==> src/rtl/pu_seq_pkg.sv <==
// Shared types and constants for the pu_seq multi-cycle sequencer.
// Optional single-step support is enabled by defining PU_SEQ_STEP_EN.
package pu_seq_pkg;

  localparam int unsigned IW_DEF   = 16;
  localparam int unsigned CNTW_DEF = 16;
  localparam int unsigned TMO_DEF  = 15;
  localparam int unsigned TMOW     = 8;   // wait counter covers TMO up to 255

  // Control levels shared with pu.vh
  localparam logic ASSERT = 1'b1;
  localparam logic NEGATE = 1'b0;

  typedef enum logic [3:0] {
    ST_IDLE   = 4'd0,
    ST_FETCH  = 4'd1,
    ST_DECODE = 4'd2,
    ST_EXEC   = 4'd3,
    ST_MEM    = 4'd4,
    ST_WB     = 4'd5,
    ST_HALT   = 4'd6,
    ST_FAULT  = 4'd7,
    ST_PAUSE  = 4'd8
  } state_e;

  // Any state that is actively sequencing an instruction
  function automatic logic is_busy(input state_e s);
    return !((s == ST_IDLE) || (s == ST_HALT) || (s == ST_FAULT));
  endfunction

endpackage

==> src/rtl/pu_seq_tmo.sv <==
// Wait counter shared by the instruction-fetch and data-memory waits.
// expired_c flags the wait cycle on which the count reaches TMO.
module seq_tmo
  import pu_seq_pkg::*;
#(
  parameter int unsigned TMO = TMO_DEF
) (
  input  logic clk,
  input  logic rst_n,
  input  logic clr,
  input  logic en,
  output logic expired_c
);

  logic [TMOW-1:0] cnt;

  // Count non-ack wait cycles; clear has priority
  always_ff @(posedge clk or negedge rst_n) begin
    if (!rst_n) begin
      cnt <= '0;
    end else if (clr) begin
      cnt <= '0;
    end else if (en) begin
      cnt <= cnt + TMOW'(1);
    end
  end

  // This wait cycle brings the count up to TMO
  assign expired_c = en && (cnt == TMOW'(TMO - 1));

endmodule

==> src/rtl/pu_seq.sv <==
// pu_seq: multi-cycle fetch/decode/execute sequencer for the 16-bit PU.
// Define PU_SEQ_STEP_EN to add step_mode/step ports and the PAUSE state.
module pu_seq
  import pu_seq_pkg::*;
#(
  parameter int unsigned IW   = IW_DEF,
  parameter int unsigned CNTW = CNTW_DEF,
  parameter int unsigned TMO  = TMO_DEF
) (
  input  logic            clk,
  input  logic            rst_n,
  input  logic            start,
`ifdef PU_SEQ_STEP_EN
  input  logic            step_mode,
  input  logic            step,
`endif
  output logic            im_req,
  input  logic            im_ack,
  input  logic [IW-1:0]   im_rdata,
  output logic [IW-1:0]   ir,
  input  logic            dec_h,
  input  logic            dec_we,
  input  logic            dec_pcwe,
  input  logic            dec_dmwe,
  input  logic            dec_dms,
  output logic            rf_we,
  output logic            flag_we,
  output logic            pc_inc,
  output logic            pc_load,
  output logic            dm_req,
  output logic            dm_we,
  input  logic            dm_ack,
  output logic            busy,
  output logic            halted,
  output logic            fault,
  output logic [CNTW-1:0] icount
);

  state_e state;
  state_e state_nxt;
  state_e retire_nxt;
  logic   tmo_en;
  logic   tmo_exp;
  logic   retire;

  // Shared wait counter runs only while a handshake is outstanding
  assign tmo_en = ((state == ST_FETCH) && !im_ack) || ((state == ST_MEM) && !dm_ack);

  seq_tmo #(.TMO(TMO)) u_tmo (
    .clk       (clk),
    .rst_n     (rst_n),
    .clr       (!tmo_en),
    .en        (tmo_en),
    .expired_c (tmo_exp)
  );

  // State register
  always_ff @(posedge clk or negedge rst_n) begin
    if (!rst_n) begin
      state <= ST_IDLE;
    end else begin
      state <= state_nxt;
    end
  end

  // Next-state and single-cycle commit pulses
  always_comb begin
    state_nxt  = state;
    retire_nxt = ST_FETCH;
    rf_we      = NEGATE;
    flag_we    = NEGATE;
    pc_inc     = NEGATE;
    pc_load    = NEGATE;
    dm_we      = NEGATE;
    retire     = NEGATE;
`ifdef PU_SEQ_STEP_EN
    if (step_mode) begin
      retire_nxt = ST_PAUSE;
    end
`endif
    case (state)
      ST_IDLE: begin
        if (start) begin
          state_nxt = ST_FETCH;
        end
      end
      ST_FETCH: begin
        if (im_ack) begin
          state_nxt = ST_DECODE;
        end else if (tmo_exp) begin
          state_nxt = ST_FAULT;
        end
      end
      ST_DECODE: begin
        if (dec_h) begin
          state_nxt = ST_HALT;
        end else if (dec_dms) begin
          state_nxt = ST_MEM;
        end else begin
          state_nxt = ST_EXEC;
        end
      end
      ST_EXEC: begin
        rf_we     = dec_we;
        flag_we   = dec_we;
        pc_load   = dec_pcwe;
        pc_inc    = !dec_pcwe;
        retire    = ASSERT;
        state_nxt = retire_nxt;
      end
      ST_MEM: begin
        dm_we = dec_dmwe;
        if (dm_ack) begin
          state_nxt = ST_WB;
        end else if (tmo_exp) begin
          state_nxt = ST_FAULT;
        end
      end
      ST_WB: begin
        rf_we     = dec_we;
        pc_inc    = ASSERT;
        retire    = ASSERT;
        state_nxt = retire_nxt;
      end
      ST_HALT:  state_nxt = ST_HALT;
      ST_FAULT: state_nxt = ST_FAULT;
`ifdef PU_SEQ_STEP_EN
      ST_PAUSE: begin
        if (step || !step_mode) begin
          state_nxt = ST_FETCH;
        end
      end
`endif
      default:  state_nxt = ST_IDLE;
    endcase
  end

  // Moore status/request outputs registered from the next state
  always_ff @(posedge clk or negedge rst_n) begin
    if (!rst_n) begin
      im_req <= NEGATE;
      dm_req <= NEGATE;
      busy   <= NEGATE;
      halted <= NEGATE;
      fault  <= NEGATE;
    end else begin
      im_req <= (state_nxt == ST_FETCH);
      dm_req <= (state_nxt == ST_MEM);
      busy   <= is_busy(state_nxt);
      halted <= (state_nxt == ST_HALT);
      fault  <= (state_nxt == ST_FAULT);
    end
  end

  // Instruction register loads only on the fetch acknowledge
  always_ff @(posedge clk or negedge rst_n) begin
    if (!rst_n) begin
      ir <= '0;
    end else if ((state == ST_FETCH) && im_ack) begin
      ir <= im_rdata;
    end
  end

  // Retired-instruction counter, saturating at all-ones
  always_ff @(posedge clk or negedge rst_n) begin
    if (!rst_n) begin
      icount <= '0;
    end else if (retire && (icount != '1)) begin
      icount <= icount + CNTW'(1);
    end
  end

endmodule
==> config.mk <==
export PLATFORM = sky130hd
export DESIGN_NAME = pu_seq
export DESIGN_NICKNAME = d
export VERILOG_FILES = /design/src/rtl/pu_seq_pkg.sv /design/src/rtl/pu_seq_tmo.sv /design/src/rtl/pu_seq.sv
export SDC_FILE = /design/constraint.sdc
export NUM_CORES = 1
export LEC_CHECK = 0
export CORE_AREA = 2 2 100 102
export CTS_BUF_LIST = sky130_fd_sc_hd__clkbuf_8
export DETAILED_ROUTE_END_ITERATION = 12
export DIE_AREA = 0 0 102 104
export PLACE_DENSITY = 0.47
export SYNTH_ARGS = -nofsm -noshare
export SYNTH_HDL_FRONTEND = slang
export SYNTH_SLANG_ARGS = --single-unit
==> constraint.sdc <==
create_clock -name clk -period 3.7 [get_ports clk]
set_clock_uncertainty 0.2 [all_clocks]
set_input_delay 0.74 -clock clk [delete_from_list [all_inputs] [get_ports clk]]
set_output_delay 0.74 -clock clk [all_outputs]
set_load 0.01 [all_outputs]
==> impl_metrics.toml <==
[critical_path]
setup.reg_to_reg.worst_slack_ns = 1.54
required_ns = 2.76
path_class = "reg -> out"
cp_top_family = "simple AND/OR/NAND/NOR gates"
cp-end-kind = "output pin"
path_cells = "nor2b_1, and3_1, clkdlybuf4s50_1"
critical_path_arrival_ns = 2.08
worst_path_max_delay_cell = "clkdlybuf4s50_1"
path_buf_inv = 1
cpPeakStageDelay_ns = 0.53
critPathLaunchType = "flip-flop"
cp_max_fo = 10

[global_routing]
grt_overflow_total = 0
groute.usage.overall = 0.102
gr-usage-met2 = 0.163
grt-busiest-layer = "met2"
met3_usage = 0.0282
grt_pass1_vias = 1685
grt_max_degree = 27
grt_use_met1 = 0.135
antenna_found_initial = 0
grt_pass1_wl_um = 8450

[finish]
n_antenna_cell = 0
layout-drive-gt1-share = 0.146
final_core_util = 0.338
syn2layout_area_growth_pct = 38.5
final_cells = 400
nNetsFinal = 295

[yosys]
synth_area_leaders = "dfrtp_1, mux2_2, xor2_1, nor2_1, and3_1"
synthArstFlopShare = 1.00
ys_ff_latch = 49
synth_edf_count = 0
syn-cell-area_um2 = 2330
syn_inst = 197
yosysTopAreaCell = "dfrtp_1"
yosys.area.top_type_share = 0.527
avgSynthCellArea_um2 = 11.8
synth_ff_type = "dfrtp_1"
seq_area_frac_synth = 0.527
yosysWarnings = 0
synth_cell_type_count = 44
syn-num-nets = 226

[timing]
tightest_slew_ns = 0.606
slew_headroom = 0.595
rsz0062_at_grt = "no"
fin_setup_tns_ns = 0
max_freq_ghz = 0.331
period_share = 0.816
setup_viol = 0
fin_ws_ns = 0.679
drv_slew = 0
min_period_ns = 3.02
hold_violations = 0

[place]
portBuffers = 67
dp.cells = 392
dpl.hpwl_um = 3900
dp_slack_ns = 0.745
place_congestion = 0.729

[run_status]
status = "completed"

[cts]
cts_max_level = 2
numCtsBuffers = 5
cts_hold_buffers = 0
post_cts_buffers = 0
clock_latency_ns = 0.30
clockRootBuffer = "clkbuf_8"
cts_resized = 0
cts.sinks = 49
clockBufferDepth = 2
cts_tree = "yes"
cts.clk_slew.worst_paths_ns = 0.09

[drt]
wire_per_inst_um = 12.9
dr.pass1.iters = 4
drt_iter0_drc = 41
drc = 0
drt_wl_total_um = 5160
antenna_left = 0
via_per_inst = 4.25
vias = 1698

[floorplan]
core_area_um2 = 9550
die_area_um2 = 10600
fp.dieH_um = 104
start_util = 0.244
dieWidth_um = 102
rows = 36
ios = 68

[pwr]
pwr_density_cell_nw_per_um2 = 412
ir_worst_vdd_uv = 209
p_leak_nw = 1.39

[hold_path]
hp-class = "in -> async"

[job]
max_cap_violations = 0
[path summary, 6_finish.rpt]
check,from,to,cells after the start
max,state[0],rf_we,3
min,rst_n,icount[5],1
max reg2reg,state[0],icount[8],4
min reg2reg,icount[6],icount[6],1
max in group asynchronous,rst_n,ir[8],2
min in group clk,icount[6],icount[6],1
[state kept, by name (all words and copies together), names as in the netlist]
register,count
dm_req,1
halted,1
fault,1
state,4
ir,16
icount,16
im_req,1
u_tmo.cnt,8
busy,1
[where the power goes]
part           leakage, nW  switching [mW]  internal [mW]
logic                0.706           0.126          0.219
registers            0.644          0.0486          0.614
clock network       0.0364           0.187          0.133
total                 1.39           0.362          0.966
[cell usage in the layout (no fill, tap or decap), types with 2 or more instances in the layout]
cell type         n
and2_1            4
a211oi_1          4
nand2b_1          2
mux2_2           17
ha_1              3
clkinvlp_4        3
nand4_1           7
and3_1            7
nor3b_1           4
dfrtp_1          49
o21ai_1           2
inv_1             4
clkbuf_8          5
nor2_1           13
nand2_1          10
nor4b_2           2
and4_1            2
nor4_2            2
xor2_1           16
nor3_1            4
clkdlybuf4s50_1  66
o21a_1            2
nand3_1           4
nor2b_1           6
a21oi_1           5
xnor2_1           4
[metal layers]
layer | up-vias | part of all wire
met5 | - | 0
met4 | 0 | 0.0099
met3 | 4 | 0.063
met2 | 41 | 0.48
met1 | 822 | 0.44
li1 | 831 | -
[kinds of logic (layout without fill, tap and decap cells)]
logic type	count (synthesis)	count (layout)	share of synthesized area
other cells	1	1	0.00161
simple gates	76	76	0.212
xor+xnor	21	21	0.0822
compound gates	20	20	0.0586
flops	49	49	0.527
fa+ha+maj	3	3	0.0161
mux	17	17	0.0822
buf+inv	10	80	0.0209
[worst reg2reg max path: cells and delay by family, from the launching register on]
kind                      cells  cell delay [ns]
xor gates and xnor gates      1             0.13
DFF                           1             0.50
and+or+nand+nor               3             1.23
[cell usage after synthesis, drive strengths merged, types with 2 or more instances]
cell    instances
nand3           5
nand4           7
nor4b           2
nor2           14
mux2           17
and3            7
nor3b           4
o21ai           3
and2            5
nor2b           6
and4            2
dfrtp          49
xnor2           4
nand2          10
nor3            5
buf             5
a21oi           6
nand2b          2
xor2           17
inv             4
a211oi          4
ha              3
o21a            2
nor4            2
[final cells by class]
class | instances | area [um2]
Clock buffer | 5 | 68.8
Clock inverter | 3 | 22.5
Fill cell | 1017 | 6320
Inverter | 4 | 15.0
Multi-Input combinational cell | 138 | 1050
Sequential cell | 49 | 1230
Tap cell | 133 | 166
Timing Repair Buffer | 68 | 673
[per-stage QoR]
| step | hold slack [ns] | power (mW) | cell area (um2) |
|---|---|---|---|
| after floorplan | 0.244 | 0.809 | 2330 |
| after global placement | 0.282 | 1.02 | 3130 |
| after detailed placement | 0.282 | 1.03 | 3130 |
| after CTS | 0.246 | 1.36 | 3230 |
| after global routing | 0.256 | 1.41 | 3230 |
| final | 0.218 | 1.33 | 3230 |
No activity file was read; power rests on OpenSTA's default activity.
